### config.mk
export PLATFORM = sky130hd
export DESIGN_NAME = player_state_controller
export DESIGN_NICKNAME = d
export VERILOG_FILES = /design/src/rtl/player_state_controller_pkg.sv /design/src/rtl/player_state_controller_frame_timer.sv /design/src/rtl/player_state_controller.sv
export SDC_FILE = /design/constraint.sdc
export NUM_CORES = 1
export LEC_CHECK = 0
export CAP_MARGIN = 5
export CORE_MARGIN = 2
export CORE_UTILIZATION = 43
export DETAILED_ROUTE_END_ITERATION = 8
export PLACE_DENSITY = 0.77
export SYNTH_ARGS = -nofsm -noshare
export SYNTH_HDL_FRONTEND = slang
export SYNTH_SLANG_ARGS = --single-unit
### constraint.sdc
create_clock -name clock -period 2.9 [get_ports clock]
set_input_delay 0.725 -clock clock [delete_from_list [all_inputs] [get_ports clock]]
set_output_delay 0.725 -clock clock [all_outputs]
set_load 0.03 [all_outputs]
### src/rtl/player_state_controller_pkg.sv
// Shared definitions for the per-player sequencer: state encodings, default
// frame counts and blast-zone bounds (also used by the HUD and the game top).
package player_state_controller_pkg;

    typedef enum logic [2:0] {
        ST_IDLE      = 3'd0,
        ST_COUNTDOWN = 3'd1,
        ST_ACTIVE    = 3'd2,
        ST_HITSTUN   = 3'd3,
        ST_RESPAWN   = 3'd4,
        ST_OVER      = 3'd5
    } player_state_t;

    localparam int unsigned DEF_STOCKS           = 3;
    localparam int unsigned DEF_COUNTDOWN_FRAMES = 180;
    localparam int unsigned DEF_RESPAWN_FRAMES   = 120;
    localparam int unsigned DEF_INVULN_FRAMES    = 90;

    localparam logic signed [15:0] DEF_X_MIN = -16'sd64;
    localparam logic signed [15:0] DEF_X_MAX = 16'sd704;
    localparam logic signed [15:0] DEF_Y_MIN = -16'sd64;
    localparam logic signed [15:0] DEF_Y_MAX = 16'sd544;

    function automatic logic outside_range(
        input logic signed [15:0] v,
        input logic signed [15:0] lo,
        input logic signed [15:0] hi
    );
        return (v < lo) || (v > hi);
    endfunction

endpackage

### src/rtl/player_state_controller_frame_timer.sv
// 8-bit frame down-counter; a load of 0 becomes 1 and done marks the
// decrement that reaches 0 (combinational, same cycle as the causing tick).
module frame_timer (
    input  logic       clock,
    input  logic       reset,
    input  logic       load,
    input  logic [7:0] load_val,
    input  logic       tick,
    input  logic       hold,
    output logic [7:0] count,
    output logic       done
);

    assign done = tick && !hold && !load && (count == 8'd1);

    always_ff @(posedge clock) begin
        if (reset) begin
            count <= '0;
        end else if (load) begin
            count <= (load_val == '0) ? 8'd1 : load_val;
        end else if (tick && !hold && (count != '0)) begin
            count <= count - 8'd1;
        end
    end

endmodule

### src/rtl/player_state_controller.sv
// Per-player phase sequencer driving one physics_coprocessor's reset, freeze
// and attack inputs; tracks stocks, blast-zone KOs and respawn invincibility.
module player_state_controller
    import player_state_controller_pkg::*;
#(
    parameter int unsigned        STOCKS           = DEF_STOCKS,
    parameter int unsigned        COUNTDOWN_FRAMES = DEF_COUNTDOWN_FRAMES,
    parameter int unsigned        RESPAWN_FRAMES   = DEF_RESPAWN_FRAMES,
    parameter int unsigned        INVULN_FRAMES    = DEF_INVULN_FRAMES,
    parameter logic signed [15:0] X_MIN            = DEF_X_MIN,
    parameter logic signed [15:0] X_MAX            = DEF_X_MAX,
    parameter logic signed [15:0] Y_MIN            = DEF_Y_MIN,
    parameter logic signed [15:0] Y_MAX            = DEF_Y_MAX
) (
    input  logic        clock,
    input  logic        reset,
    input  logic        frame_tick,
    input  logic        game_start,
    input  logic        pause,
    input  logic [31:0] position,
    input  logic        hit_valid,
    input  logic [7:0]  hitstun_frames,
    output logic        phys_reset,
    output logic        freeze,
    output logic        attack,
    output logic        invincible,
    output logic [3:0]  stocks,
    output logic        ko_pulse,
    output logic        game_over,
    output logic [2:0]  state
);

    player_state_t cur_state, state_n;
    logic [3:0]    stocks_n;
    logic          inv_n;
    logic          in_play, timed_phase, ko, hit;
    logic          phase_load, phase_tick, phase_done;
    logic [7:0]    phase_val, phase_count;
    logic          inv_load, inv_tick, inv_done;
    logic [7:0]    inv_count;

    assign state = cur_state;

    assign in_play     = (cur_state == ST_ACTIVE) || (cur_state == ST_HITSTUN);
    assign timed_phase = (cur_state == ST_COUNTDOWN) || (cur_state == ST_HITSTUN) ||
                         (cur_state == ST_RESPAWN);

    // KO is checked every clock while in play, regardless of pause or invincibility.
    assign ko  = in_play && (outside_range($signed(position[31:16]), X_MIN, X_MAX) ||
                             outside_range($signed(position[15:0]),  Y_MIN, Y_MAX));
    assign hit = in_play && hit_valid && !pause && !invincible;

    assign phase_tick = frame_tick && timed_phase && (phase_count != '0);
    assign inv_tick   = frame_tick && in_play && invincible && (inv_count != '0);

    frame_timer u_phase_timer (
        .clock    (clock),
        .reset    (reset),
        .load     (phase_load),
        .load_val (phase_val),
        .tick     (phase_tick),
        .hold     (pause),
        .count    (phase_count),
        .done     (phase_done)
    );

    frame_timer u_invuln_timer (
        .clock    (clock),
        .reset    (reset),
        .load     (inv_load),
        .load_val (8'(INVULN_FRAMES)),
        .tick     (inv_tick),
        .hold     (pause),
        .count    (inv_count),
        .done     (inv_done)
    );

    always_comb begin
        state_n    = cur_state;
        stocks_n   = stocks;
        inv_n      = invincible;
        phase_load = 1'b0;
        phase_val  = '0;
        inv_load   = 1'b0;

        if (inv_done) begin
            inv_n = 1'b0;
        end

        case (cur_state)
            ST_IDLE: begin
                if (game_start) begin
                    state_n    = ST_COUNTDOWN;
                    phase_load = 1'b1;
                    phase_val  = 8'(COUNTDOWN_FRAMES);
                end
            end
            ST_COUNTDOWN: begin
                if (phase_done) begin
                    state_n = ST_ACTIVE;
                end
            end
            ST_ACTIVE, ST_HITSTUN: begin
                // KO outranks a same-cycle hit; a re-hit outranks the expiring tick.
                if (ko) begin
                    stocks_n = (stocks == '0) ? '0 : stocks - 4'd1;
                    inv_n    = 1'b0;
                    if (stocks <= 4'd1) begin
                        state_n = ST_OVER;
                    end else begin
                        state_n    = ST_RESPAWN;
                        phase_load = 1'b1;
                        phase_val  = 8'(RESPAWN_FRAMES);
                    end
                end else if (hit) begin
                    state_n    = ST_HITSTUN;
                    phase_load = 1'b1;
                    phase_val  = hitstun_frames;
                end else if ((cur_state == ST_HITSTUN) && phase_done) begin
                    state_n = ST_ACTIVE;
                end
            end
            ST_RESPAWN: begin
                if (phase_done) begin
                    state_n  = ST_ACTIVE;
                    inv_n    = 1'b1;
                    inv_load = 1'b1;
                end
            end
            default: ;
        endcase
    end

    always_ff @(posedge clock) begin
        if (reset) begin
            cur_state  <= ST_IDLE;
            phys_reset <= 1'b1;
            freeze     <= 1'b1;
            attack     <= 1'b0;
            invincible <= 1'b0;
            stocks     <= 4'(STOCKS);
            ko_pulse   <= 1'b0;
            game_over  <= 1'b0;
        end else begin
            cur_state  <= state_n;
            stocks     <= stocks_n;
            invincible <= inv_n;
            ko_pulse   <= ko;
            phys_reset <= (state_n == ST_IDLE) || (state_n == ST_RESPAWN) ||
                          (state_n == ST_OVER);
            freeze     <= pause || !((state_n == ST_ACTIVE) || (state_n == ST_HITSTUN));
            attack     <= (state_n == ST_HITSTUN);
            game_over  <= (state_n == ST_OVER);
        end
    end

endmodule
==> run metrics, run 1 <==
GRT Util Overall 0.225; switch share 0.233; antenna diode count 0; P per Cell Area 412 nW/um^2; DR WL/cell 14.2 um; max_cap viols 0; Die Ht 66.7 um; vias in the first global route 1657; min Tclk post-route 2710 ps; via/cell ratio 5.50; Clk pwr share 0.426; Yosys warnings 0; grt ovf 0; Final Non-Filler Cells 330; die area 4450 um^2; Int Pwr 0.000789 W; ratio of cells with drive above 1 in the final layout 0.0993; drt pass-1 iters 4; Primary FF master, synth dfxtp_1; distinct cell type count after synthesis 53; max-slew violation count 0; crit path kind input port to flip-flop; final setup TNS 0 ps; core area 3720 um^2; Post-Place Cells 322; sequential fraction of design power 0.411; # IOs 59; synthesized area 1690 um^2; relative slew slack 0.684; clk slew on worst S/H paths 60 ps; Detailed Route WL 4.68 mm; largest net degree at the start of global routing 20; Slowest-stage cell, CP or4_1; initial antenna violation count 0; Area Growth Syn to Fin 47.5%; most common cell after layout, fill and taps aside clkdlybuf4s50_1; Final HPWL DP 3.53 mm; total CTS buffers 5; global-route wire length before repair 7.65 mm; Root Buffer clkbuf_8; most frequent cells in the layout clkdlybuf4s50_1, dfxtp_1, nor2_1; Starting DRT DRC Count 76; Final Hold Fails 0; Die Span X 66.7 um; Cells after Synth 212; Post-CTS Setup Inserts 0; clk sinks 29; critical path required time 3060 ps; Hold/Removal Path Class flip-flop to flip-flop; post-synthesis register bit count 29; ys async rst share 0; Worst setup SP type input port; overall power 0.00103 W; number of remaining DRC errors 0; number of gates resized after cts 0; CTS tree built; final layout net count 331; Worst Max-Slew Pin Slew 472 ps; Max Fclk 369 MHz; crit-path max cell delay 520 ps; Final Cycle Share 0.934; Combinational Power Share 0.163; Clk Latency, worst-skew pair 290 ps; worst path cell trace clkdlybuf4s50_1 -> or4_1 -> nor3_1 -> a31o_2 -> o211ai_1 -> o2111ai_1 -> nand2_1 -> a2111oi_0; LEAKAGE 0.950 nW; filler instances 316; Critical Path AT 2870 ps; worst setup slack after layout 192 ps; setup slack at placement -73.8 ps; Initial Util 0.456; row cnt 22; H-tree Lvls 2; P_sw 0.000239 W; Worst Skew 6.60 ps; total vias in the final route 1816; Crit Path Max Fanout 4; RD Place Congestion 0.853; Post-Syn Nets 262; final setup vio count 0; final core occ 0.672; Routed Antenna Nets 0; CTS Hold Bufs 0; RSZ-0062 raised after global routing false; EDFF count, synth 0; crit path capture type flip-flop; worst ir drop on vdd 357 uV; average size of a mapped cell 7.99 um^2; Longest Clk Path Bufs 2; number of I/O port buffers 58; status finished, final reports clean; sequential share of the synthesized area 0.343
## kinds of logic (layout without fill, tap and decap cells)
family | Yosys count | count (layout) | share of synthesized area
XOR/XNOR | 11 | 11 | 0.0569
AND/OR/NAND/NOR | 99 | 99 | 0.303
adder cells (fa/ha/maj) | 4 | 4 | 0.0296
multiplexers | 1 | 1 | 0.00591
buffers and inverters | 21 | 91 | 0.0569
flip-flops | 29 | 29 | 0.343
AO/OA/AOI/OAI | 47 | 47 | 0.205
## state kept, by name (all words and copies together), names as in the netlist
register	flops
u_invuln_timer.count	8
stocks	4
freeze	1
state	3
game_over	1
invincible	1
phys_reset	1
ko_pulse	1
u_phase_timer.count	8
attack	1
## metrics by stage
step,hold slack (ps),instance area [um^2]
3_5_place_dp,488,2380
2_1_floorplan,483,1690
4_1_cts,503,2500
5_1_grt,540,2500
6_report,500,2500
3_3_place_gp,488,2380
## critical path, delay by kind of cell
family          cells  cell delay (ps)
compound gates      4              920
simple gates        3              820
buf+inv             1              410
## Yosys cell counts, types with 2 or more instances
| master | count | area share |
|---|---|---|
| nand2b_1 | 4 | 0.015 |
| or3_1 | 2 | 0.0074 |
| nor3_1 | 14 | 0.041 |
| nand2_1 | 20 | 0.044 |
| or4_1 | 3 | 0.013 |
| o2111ai_1 | 2 | 0.010 |
| a211oi_1 | 2 | 0.0089 |
| dfxtp_1 | 29 | 0.34 |
| o311a_1 | 2 | 0.012 |
| nand3_1 | 8 | 0.024 |
| nor2b_1 | 2 | 0.0074 |
| ha_1 | 4 | 0.030 |
| a31oi_1 | 2 | 0.0074 |
| xnor2_1 | 7 | 0.036 |
| o211ai_1 | 4 | 0.018 |
| a41oi_1 | 2 | 0.010 |
| nor4_1 | 8 | 0.030 |
| a21oi_1 | 10 | 0.030 |
| nor2_1 | 22 | 0.049 |
| inv_1 | 11 | 0.024 |
| buf_2 | 3 | 0.0089 |
| a21o_1 | 2 | 0.0089 |
| a221oi_1 | 4 | 0.021 |
| nand4_1 | 3 | 0.011 |
| xor2_1 | 4 | 0.021 |
| o21a_1 | 4 | 0.018 |
| o31ai_1 | 3 | 0.013 |
| clkbuf_1 | 3 | 0.0067 |
| a211o_1 | 2 | 0.010 |
| or3b_2 | 2 | 0.010 |
| and3_1 | 2 | 0.0074 |
## metal layers
layer,up-vias,track usage,share of wire
li1,920,-,-
met1,817,0.301,0.46
met2,71,0.343,0.42
met3,8,0.0659,0.10
met4,0,0.0765,0.015
met5,-,0,0
## final timing paths
kind	from	to	slack (ps)	cells past startpoint
min reg2reg	stocks[3]	stocks[3]	500	1
min	stocks[3]	stocks[3]	500	1
max reg2reg	u_invuln_timer.count[0]	u_invuln_timer.count[5]	610	9
max	position[13]	state[0]	190	8
## power by group through the flow
stage               registers (W)  clock network (W)  logic [W]
floorplan                0.000433                  0  0.0000726
global placement         0.000431                  0   0.000165
detailed placement       0.000431                  0   0.000166
CTS                      0.000422           0.000443   0.000167
global route             0.000424           0.000463   0.000186
finish                   0.000423           0.000437   0.000168
## cell type report
| cell class | instances | area [um^2] | share of cell area |
|---|---|---|---|
| multi-input cells | 162 | 1020 | 0.407 |
| repair buffers | 71 | 678 | 0.272 |
| clock buffers | 7 | 86.3 | 0.0346 |
| clock inverters | 1 | 30.0 | 0.0120 |
| well taps | 48 | 60.1 | 0.0240 |
| flip-flops and latches | 29 | 581 | 0.232 |
| inverters | 12 | 46.3 | 0.0185 |
No activity file was read; power rests on OpenSTA's default activity.
==> run 2, diff against run 1 <==
CORE_UTILIZATION = 49   (was 43)
PLACE_DENSITY = 0.81   (was 0.77)
RECOVER_POWER = 50   (was not set)
SYNTH_HIERARCHICAL = 1   (was not set)
==> run metrics, run 2 <==
status finished with violations; failing checks setup timing; worst r2r dst u_invuln_timer/count[5]; Yosys top cell area share 0.269; Die Span X 70.3 um; max_cap viols 0; Final HPWL DP 4.55 mm; Yosys warnings 6; RSZ-0062 raised after global routing true; FF-to-FF Start state[1]; top post-synthesis cells by area dfxtp_1, nor2_1, a211oi_1, ha_1, nor3_1; FF-to-FF setup slack 300 ps; Post-synth top cells dfxtp_1, nor2_1, inv_1; Initial Util 0.502; row cnt 24; most frequent cells in the layout buf_4, clkdlybuf4s50_1, dfxtp_1; clk slew on worst S/H paths 80 ps; Worst Skew 12.8 ps; DR WL/cell 17.0 um; Die Ht 70.3 um; # IOs 59; Worst Hold Path EP stocks[3]; filler instances 298; overall power 0.00101 W; most frequent cell after synthesis dfxtp_1; vias in the first global route 2411; via/cell ratio 5.87; antenna diode count 0; Register-to-Register Path Depth 11; largest net degree at the start of global routing 28; most common cell after layout, fill and taps aside buf_4; total CTS buffers 5; Primary FF master, synth dfxtp_1; Cells after Synth 256; sequential fraction of design power 0.426; final core occ 0.796; grt ovf 0; worst setup slack after layout -544 ps; global-route wire length before repair 11.3 mm; final layout net count 423; Combinational Power Share 0.237; critical path required time 3090 ps; Synth area leader dfxtp_1; clk sinks 29; number of I/O port buffers 58; setup slack at placement -1160 ps; Routed Antenna Nets 0; Crit Path Max Fanout 3; switch share 0.300; sequential share of the synthesized area 0.269; Final Hold Fails 0; ys async rst share 0; EDFF count, synth 0; post-synthesis register bit count 29; biggest regs u_invuln_timer/count x8, u_phase_timer/count x8, stocks x4; Hold Path Stages 2; Hold/Removal Path Class flip-flop to flip-flop; Critical Path AT 3630 ps; P per Cell Area 295 nW/um^2; min Tclk post-route 3440 ps; synthesized area 2160 um^2; Area Growth Syn to Fin 58.6%; Detailed Route WL 7.22 mm; Longest Clk Path Bufs 2; Clk pwr share 0.337; Int Pwr 0.000705 W; max-slew violation count 0; crit path capture type flip-flop; Final Cycle Share 1.19; ratio of cells with drive above 1 in the final layout 0.296; LEAKAGE 1.34 nW; core area 4290 um^2; Post-Place Cells 403; drt pass-1 iters 4; total vias in the final route 2487; die area 4950 um^2; distinct cell type count after synthesis 63; initial antenna violation count 0; Max Fclk 290 MHz; average size of a mapped cell 8.42 um^2; worst ir drop on vdd 307 uV; GRT Util Overall 0.280; number of remaining DRC errors 0; Final Non-Filler Cells 424; Clk Latency, worst-skew pair 290 ps; RD Place Congestion 0.874; CTS tree built; final setup vio count 18; Starting DRT DRC Count 156; P_sw 0.000302 W; Root Buffer clkbuf_8; H-tree Lvls 2; hold_sp stocks[3]; crit path launch position[27]; crit path kind input port to flip-flop; Worst setup SP type input port
## run 2: cells by family (layout without fill, tap and decap cells)
| group | count (synthesis) | count (layout) | synth area share |
|---|---|---|---|
| XOR/XNOR | 9 | 9 | 0.0366 |
| multiplexers | 4 | 4 | 0.0192 |
| adder cells (fa/ha/maj) | 6 | 6 | 0.0348 |
| other | 2 | 15 | 0.00348 |
| buffers and inverters | 28 | 131 | 0.0627 |
| flip-flops | 29 | 29 | 0.269 |
| AO/OA/AOI/OAI | 67 | 67 | 0.249 |
| AND/OR/NAND/NOR | 111 | 111 | 0.325 |
## run 2: area by class of cell
type                            instances  area [um^2]  share of cell area
Inverter                               18         68.8              0.0201
Timing Repair Buffer                  105          961               0.281
Clock buffer                            5         68.8              0.0201
Multi-Input combinational cell        212         1660               0.485
Tap cell                               52         65.1              0.0190
Sequential cell                        29          581               0.170
Clock inverter                          3         17.5             0.00512
## run 2: worst max-delay path by stage
| stage | end |
|---|---|
| 3_5_place_dp | u_invuln_timer/count[2] |
| 2_1_floorplan | u_invuln_timer/count[5] |
| 5_1_grt | u_invuln_timer/count[5] |
| 4_1_cts | u_invuln_timer/count[5] |
| 3_3_place_gp | u_invuln_timer/count[5] |
| 6_report | u_invuln_timer/count[5] |
## run 2: stage by stage
stage	hold WS, ps	setup TNS (ps)	area [um^2]
final	464	-6180	3420
after global routing	490	-8740	3420
after CTS	470	-4390	3310
after detailed placement	460	-20150	3090
after global placement	452	-18710	3090
after floorplan	571	-9600	2270
## run 2: power by group through the flow
stage          Sequential [W]  Clock (W)  Combinational, W
2_1_floorplan        0.000436          0          0.000117
6_report             0.000429   0.000340          0.000238
3_3_place_gp         0.000436          0          0.000221
4_1_cts              0.000428   0.000342          0.000227
3_5_place_dp         0.000437          0          0.000226
5_1_grt              0.000431   0.000358          0.000258
## run 2: critical path: stages
cell and delay [ps]:
buf_6 90, or4_4 530, a2111oi_4 310, o21ai_2 130, a2bb2oi_4 190, nor3_2 70, or3_4 380, nor4_4 160
nand2b_1 160, nor3b_4 270, clkinv_2 120, and4_1 200, a2111oi_2 290
## run 2: what timing repair did
action,in CTS,in global routing
hold buffers,0,0
setup endpoints to repair,24,23
gates cloned,1,0
gates resized for setup,44,21
setup buffers,10,7
pin swaps,21,10
## run 2: layer usage
layer | track usage | vias to the layer above | share of wire
li1 | - | 1180 | -
met1 | 0.339 | 1182 | 0.42
met4 | 0.0705 | 0 | 0.029
met2 | 0.504 | 99 | 0.50
met5 | 0 | - | 0
met3 | 0.0534 | 26 | 0.051
